`src/rtl/maxpool_pkg.sv`:
```
// Shared definitions for the 2x2 max-pool front end.
// Optional feature macro used by this slice: MAXPOOL_WINGEN_SOF_EN (adds in_sof).
package maxpool_pkg;

  // Default pixel width in bits (unsigned data, no sign interpretation).
  localparam int IN_W_DEFAULT = 8;

  // Position of each word inside a 2x2 window.
  localparam int WIN_A0 = 0; // top-left
  localparam int WIN_A1 = 1; // top-right
  localparam int WIN_A2 = 2; // bottom-left
  localparam int WIN_A3 = 3; // bottom-right

  typedef logic [IN_W_DEFAULT-1:0] pix_t;

  // Index width for a counter/array of n positions, never narrower than 1 bit.
  function automatic int idx_w(input int n);
    return (n > 1) ? $clog2(n) : 1;
  endfunction

endpackage

```
`src/rtl/wingen_line_buf.sv`:
```
// One-row line buffer: IMG_W/2 entries, each holding a horizontal pixel pair
// {left, right}. Written on even rows, read on odd rows, so a write and a read
// never target the same row phase and no bypass is needed.
module wingen_line_buf
  import maxpool_pkg::*;
#(
  parameter int In_W  = IN_W_DEFAULT,
  parameter int DEPTH = 14,
  parameter int AW    = idx_w(DEPTH)
) (
  input  logic              clk,
  input  logic              wr_en_i,
  input  logic [AW-1:0]     wr_addr_i,
  input  logic [2*In_W-1:0] wr_data_i,
  input  logic [AW-1:0]     rd_addr_i,
  output logic [2*In_W-1:0] rd_data_o
);

  // Contents are not reset: every entry is rewritten before it is read.
  logic [2*In_W-1:0] mem_q [DEPTH];

  // Single write port.
  always_ff @(posedge clk) begin
    if (wr_en_i) begin
      mem_q[wr_addr_i] <= wr_data_i;
    end
  end

  // Combinational read.
  assign rd_data_o = mem_q[rd_addr_i];

endmodule

```
`src/rtl/maxpool_window_gen.sv`:
```
// Streaming 2x2 stride-2 window generator feeding MaxPool2x2.
// Pixels arrive in raster order; one row of pixel pairs is buffered and each
// complete window is emitted on A0..A3 with a single-cycle en strobe.
// Optional feature: MAXPOOL_WINGEN_SOF_EN adds in_sof to force a pixel to (0,0).
module maxpool_window_gen
  import maxpool_pkg::*;
#(
  parameter int In_W  = IN_W_DEFAULT,
  parameter int IMG_W = 28,
  parameter int IMG_H = 28
) (
  input  logic            clk,
  input  logic            rst,
  input  logic            in_valid,
  input  logic [In_W-1:0] in_data,
`ifdef MAXPOOL_WINGEN_SOF_EN
  input  logic            in_sof,
`endif
  output logic [In_W-1:0] A0,
  output logic [In_W-1:0] A1,
  output logic [In_W-1:0] A2,
  output logic [In_W-1:0] A3,
  output logic            en,
  output logic            frame_done
);

  localparam int CW    = idx_w(IMG_W);
  localparam int RW    = idx_w(IMG_H);
  localparam int DEPTH = IMG_W / 2;
  localparam int AW    = idx_w(DEPTH);

  logic [CW-1:0]     col_q, col_d, eff_col;
  logic [RW-1:0]     row_q, row_d, eff_row;
  logic [In_W-1:0]   prev_q, prev_d;
  logic [In_W-1:0]   win_q [4];
  logic [In_W-1:0]   win_d [4];
  logic              en_q, en_d;
  logic              fd_q, fd_d;
  logic              sof;
  logic              last_col, last_row;
  logic              buf_wr;
  logic [AW-1:0]     buf_addr;
  logic [2*In_W-1:0] buf_rd_data;

  // Line buffer; a pixel arriving together with rst is dropped, so no write.
  wingen_line_buf #(
    .In_W  (In_W),
    .DEPTH (DEPTH),
    .AW    (AW)
  ) u_line_buf (
    .clk       (clk),
    .wr_en_i   (buf_wr & ~rst),
    .wr_addr_i (buf_addr),
    .wr_data_i ({prev_q, in_data}),
    .rd_addr_i (buf_addr),
    .rd_data_o (buf_rd_data)
  );

  // Position of the current pixel, counter advance, buffer write and window emit.
  always_comb begin
    sof = 1'b0;
`ifdef MAXPOOL_WINGEN_SOF_EN
    sof = in_sof;
`endif
    eff_col  = sof ? '0 : col_q;
    eff_row  = sof ? '0 : row_q;
    last_col = (eff_col == CW'(IMG_W - 1));
    last_row = (eff_row == RW'(IMG_H - 1));
    buf_addr = AW'(eff_col >> 1);
    buf_wr   = 1'b0;
    col_d    = col_q;
    row_d    = row_q;
    prev_d   = prev_q;
    win_d    = win_q;
    en_d     = 1'b0;
    fd_d     = 1'b0;
    if (in_valid) begin
      prev_d = in_data;
      if (last_col) begin
        col_d = '0;
        row_d = last_row ? '0 : eff_row + 1'b1;
      end else begin
        col_d = eff_col + 1'b1;
        row_d = eff_row;
      end
      // Odd W: the last column is even so never writes or emits.
      // Odd H: the last row is even and is kept out of the buffer.
      buf_wr = ~eff_row[0] & eff_col[0] & ~last_row;
      if (eff_row[0] && eff_col[0]) begin
        win_d[WIN_A0] = buf_rd_data[2*In_W-1:In_W];
        win_d[WIN_A1] = buf_rd_data[In_W-1:0];
        win_d[WIN_A2] = prev_q;
        win_d[WIN_A3] = in_data;
        en_d          = 1'b1;
      end
      fd_d = last_col & last_row;
    end
  end

  // State and output registers; reset wins over an accepted pixel.
  always_ff @(posedge clk) begin
    if (rst) begin
      col_q  <= '0;
      row_q  <= '0;
      prev_q <= '0;
      win_q  <= '{default: '0};
      en_q   <= 1'b0;
      fd_q   <= 1'b0;
    end else begin
      col_q  <= col_d;
      row_q  <= row_d;
      prev_q <= prev_d;
      win_q  <= win_d;
      en_q   <= en_d;
      fd_q   <= fd_d;
    end
  end

  assign A0         = win_q[WIN_A0];
  assign A1         = win_q[WIN_A1];
  assign A2         = win_q[WIN_A2];
  assign A3         = win_q[WIN_A3];
  assign en         = en_q;
  assign frame_done = fd_q;

endmodule

```
`config.mk`:
```
export PLATFORM = sky130hd
export DESIGN_NAME = maxpool_window_gen
export DESIGN_NICKNAME = d
export VERILOG_FILES = /design/src/rtl/maxpool_pkg.sv /design/src/rtl/wingen_line_buf.sv /design/src/rtl/maxpool_window_gen.sv
export SDC_FILE = /design/constraint.sdc
export NUM_CORES = 1
export LEC_CHECK = 0
export BUFFER_PORTS_ARGS = -buffer_cell sky130_fd_sc_hd__buf_2
export CAP_MARGIN = 10
export CORE_MARGIN = 8
export CORE_UTILIZATION = 25
export DETAILED_ROUTE_END_ITERATION = 12
export HOLD_SLACK_MARGIN = 0.15
export SYNTH_ARGS = -nofsm -noshare
export SYNTH_HDL_FRONTEND = slang
export SYNTH_SLANG_ARGS = --single-unit
export TNS_END_PERCENT = 1
```
`constraint.sdc`:
```
create_clock -name clk -period 3.48 [get_ports clk]
set_input_delay 0.522 -clock clk [delete_from_list [all_inputs] [get_ports clk]]
set_output_delay 0.522 -clock clk [all_outputs]
set_load 0.01 [all_outputs]
```
==> results.py <==
metrics = {
    "die": {
        "rows": 75,
        "coreArea_um2": 41760,
        "fp.dieH_um": 221.3,
        "die_w_um": 221.3,
        "dieArea_um2": 48990,
        "ioPinCount": 45,
        "start_util_pct": 25.24,
    },
    "global_route": {
        "grt_max_degree": 53,
        "grt_pass1_vias": 6088,
        "grt.overflow.total": 0,
        "track_usage_pct": 9.987,
        "antenna_found_initial": 1,
        "grt_pass1_wl_mm": 38.32,
    },
    "synthesis": {
        "netlist_area_um2": 10540,
        "syn-num-nets": 701,
        "synthCells": 688,
        "synth_top_area_cell": "edfxtp_1",
        "synth_top_flop_cell": "edfxtp_1",
        "avgSynthCellArea_um2": 15.32,
        "ys_async_sr_fraction_pct": 0,
        "synth-seq-cells": 276,
        "ys_warn_count": 0,
        "yosysSeqAreaShare_pct": 73.69,
        "ys_top_cells_by_area": "edfxtp_1, mux2i_1, dfxtp_1",
        "post-synth-top-area-fraction_pct": 63.82,
        "synth_edf_count": 224,
        "ys_types": 40,
    },
    "timing": {
        "drv_slew": 0,
        "rsz0062_at_grt": "no",
        "fin_tns_setup_ns": 0,
        "fmax_mhz": 365.5,
        "period_needed_ns": 2.736,
        "slew_headroom_pct": 31.32,
        "skew_ns": 0.01399,
        "fin_crit_sh_pct": 78.62,
        "worst_pin_slew_ns": 1.004,
        "finalSetupViolations": 0,
        "whs_ns": 0.3813,
        "setup_slack_ns": 0.7441,
        "finalHoldViolCount": 0,
    },
    "clock_network": {
        "clkSlewWorstSetupHoldPaths_ns": 0.06,
        "cts_sinks": 276,
        "hold_buffers": 0,
        "cts_buffers": 29,
        "root_buffer": "clkbuf_16",
        "post_cts_resized": 0,
        "clk_latency_ns": 0.55,
        "cts_tree": "built",
        "clock_path_buffers": 3,
        "cts_setup_buffers": 0,
        "cts-htree-levels": 1,
    },
    "setup_path": {
        "arrival_ns": 3.13,
        "worst-path-buf-inv": 1,
        "rr_worst_depth": 5,
        "path_cells": "mux2i_1, o22ai_1, a2111oi_0, buf_4, a211oi_1",
        "cp_slowest_stage_delay_ns": 0.87,
        "reg2reg_slack_ns": 0.74,
        "r2r-start": "col_q[2]$_SDFFE_PP0P_",
        "startpoint_type": "flip-flop",
        "endpoint_kind": "flip-flop",
        "crit_family": "compound AO/OA/AOI/OAI gates",
        "worstPathRequired_ns": 3.88,
        "cp_max_fo": 42,
        "criticalPathCategory": "flip-flop to flip-flop",
        "slowest_stage": "a2111oi_0",
        "r2r_end": "A1[5]$_SDFFE_PP0P_",
    },
    "finish": {
        "fin_util_pct": 30.14,
        "antenna_cells": 0,
        "final_nets": 775,
        "drive_gt1_share_pct": 20.25,
        "area_growth_pct": 19.41,
    },
    "placed_design": {
        "dp_worst_setup_slack_ns": 0.5524,
        "place_congestion": 0.7677,
        "dp_hpwl_mm": 16.62,
        "port-buffer-count": 44,
    },
    "detailed_routing": {
        "wl_met1_mm": 11.94,
        "drt-initial-drc-count": 390,
        "wl_met2_mm": 11.53,
        "firstDrtPassIters": 5,
        "drc": 0,
        "wl_met3_mm": 1.559,
        "vias_per_cell": 4.581,
        "num_vias": 6065,
        "top_layer": "met5",
        "wl_mm": 25.48,
        "wl_per_cell_um": 19.24,
        "final_antenna_net_count": 0,
    },
    "job": {
        "drv_cap": 0,
    },
    "worst_hold_path": {
        "whs_endpoint": "A3[2]$_SDFFE_PP0P_",
        "worstHoldPathCells": 3,
        "hold_class": "primary input to flip-flop",
        "worstHoldStart": "in_data[2]",
    },
    "pwr": {
        "power.leakage_nw": 3.959,
        "p_per_area_nw_per_um2": 549.5,
        "ir_drop_uv": 435.9,
    },
    "run_status": {
        "status": "complete, no violations",
    },
}
[stage by stage]
step / area [um^2] / power [W] / cells
after global routing: 12590 / 0.007129 / 1324
final: 12590 / 0.006915 / 1324
after detailed placement: 11600 / 0.003848 / 1269
after global placement: 11600 / 0.003844 / 1269
after floorplan: 10540 / 0.003762 / 688
after CTS: 12580 / 0.006984 / 1323
[worst min-delay path, cell delays in order]
cell and delay, ns:
buf_2 0.21, nand2_1 0.09, a21oi_1 0.05
[worst max path at each step]
stage | start | to | cells after the start
2_1_floorplan | in_valid | u_line_buf.mem_q[1][0]$_DFFE_PP_ | 5
3_3_place_gp | in_valid | A0[7]$_SDFFE_PP0P_ | 7
3_5_place_dp | in_valid | A0[7]$_SDFFE_PP0P_ | 7
4_1_cts | col_q[2]$_SDFFE_PP0P_ | A0[7]$_SDFFE_PP0P_ | 5
5_1_grt | col_q[1]$_SDFFE_PP0P_ | A1[5]$_SDFFE_PP0P_ | 6
6_report | col_q[2]$_SDFFE_PP0P_ | A1[5]$_SDFFE_PP0P_ | 5
[cell type report]
| class | count | area (um^2) |
|---|---|---|
| fill | 4107 | 29170 |
| sequential | 276 | 7772 |
| multi-input combinational | 368 | 2594 |
| clock buffer | 38 | 799.5 |
| tap | 539 | 674.4 |
| timing repair buffer | 86 | 558.0 |
| clock inverter | 16 | 183.9 |
| inverter | 1 | 3.754 |
[state kept, by name (all words and copies together) (netlist names)]
signal	flops
A0	8
prev_q	8
A1	8
u_line_buf.mem_q	224
A2	8
frame_done	1
col_q	5
eff_row	5
en	1
A3	8
[kinds of logic (layout without fill, tap and decap cells)]
group	Yosys count	after routing	synth area share, %
flip-flops	276	276	73.69
XOR/XNOR	2	2	0.1662
adder cells (fa/ha/maj)	2	2	0.2374
AO/OA/AOI/OAI	95	95	5.710
buffers and inverters	44	141	2.089
AND/OR/NAND/NOR	158	158	6.850
multiplexers	111	111	11.25
[power breakdown]
group / switching [W] / internal (W)
Sequential: 0.0000360 / 0.00358
Clock: 0.00123 / 0.00191
Combinational: 0.000105 / 0.0000516
Total: 0.00137 / 0.00554
[layer usage]
| layer | vias up | track usage (%) |
|---|---|---|
| li1 | 2781 | - |
| met1 | 3090 | 13.80 |
| met2 | 158 | 15.89 |
| met3 | 34 | 2.235 |
| met4 | 2 | 2.088 |
| met5 | - | 0 |
[cells in the final DEF, fill, tap and decap left out, drive strengths merged, types with 6 or more instances in the layout]
cell type / count
nor4: 6
dfxtp: 52
o21ai: 19
o22ai: 26
a311oi: 7
nand2: 43
nor2: 60
clkbuf: 39
nand2b: 6
buf: 85
a211oi: 9
mux2i: 105
a21oi: 22
nor3: 19
edfxtp: 224
clkinv: 10
mux4: 6
[Yosys cell counts (3+ instances only)]
master     count
a211oi_1       9
nor4_1         6
or3b_2         3
o21ai_0       18
a221oi_1       4
mux4_2         6
clkbuf_1      19
dfxtp_1       52
nor2_1        60
a21oi_1       22
nand3_1        5
mux2i_1      105
a2111oi_0      4
nand2_1       43
nor3_1        19
o22ai_1       26
nand3b_1       4
edfxtp_1     224
a311oi_1       7
nand2b_1       6
buf_2         19
Note: power is estimated with default switching activity, not from simulation.
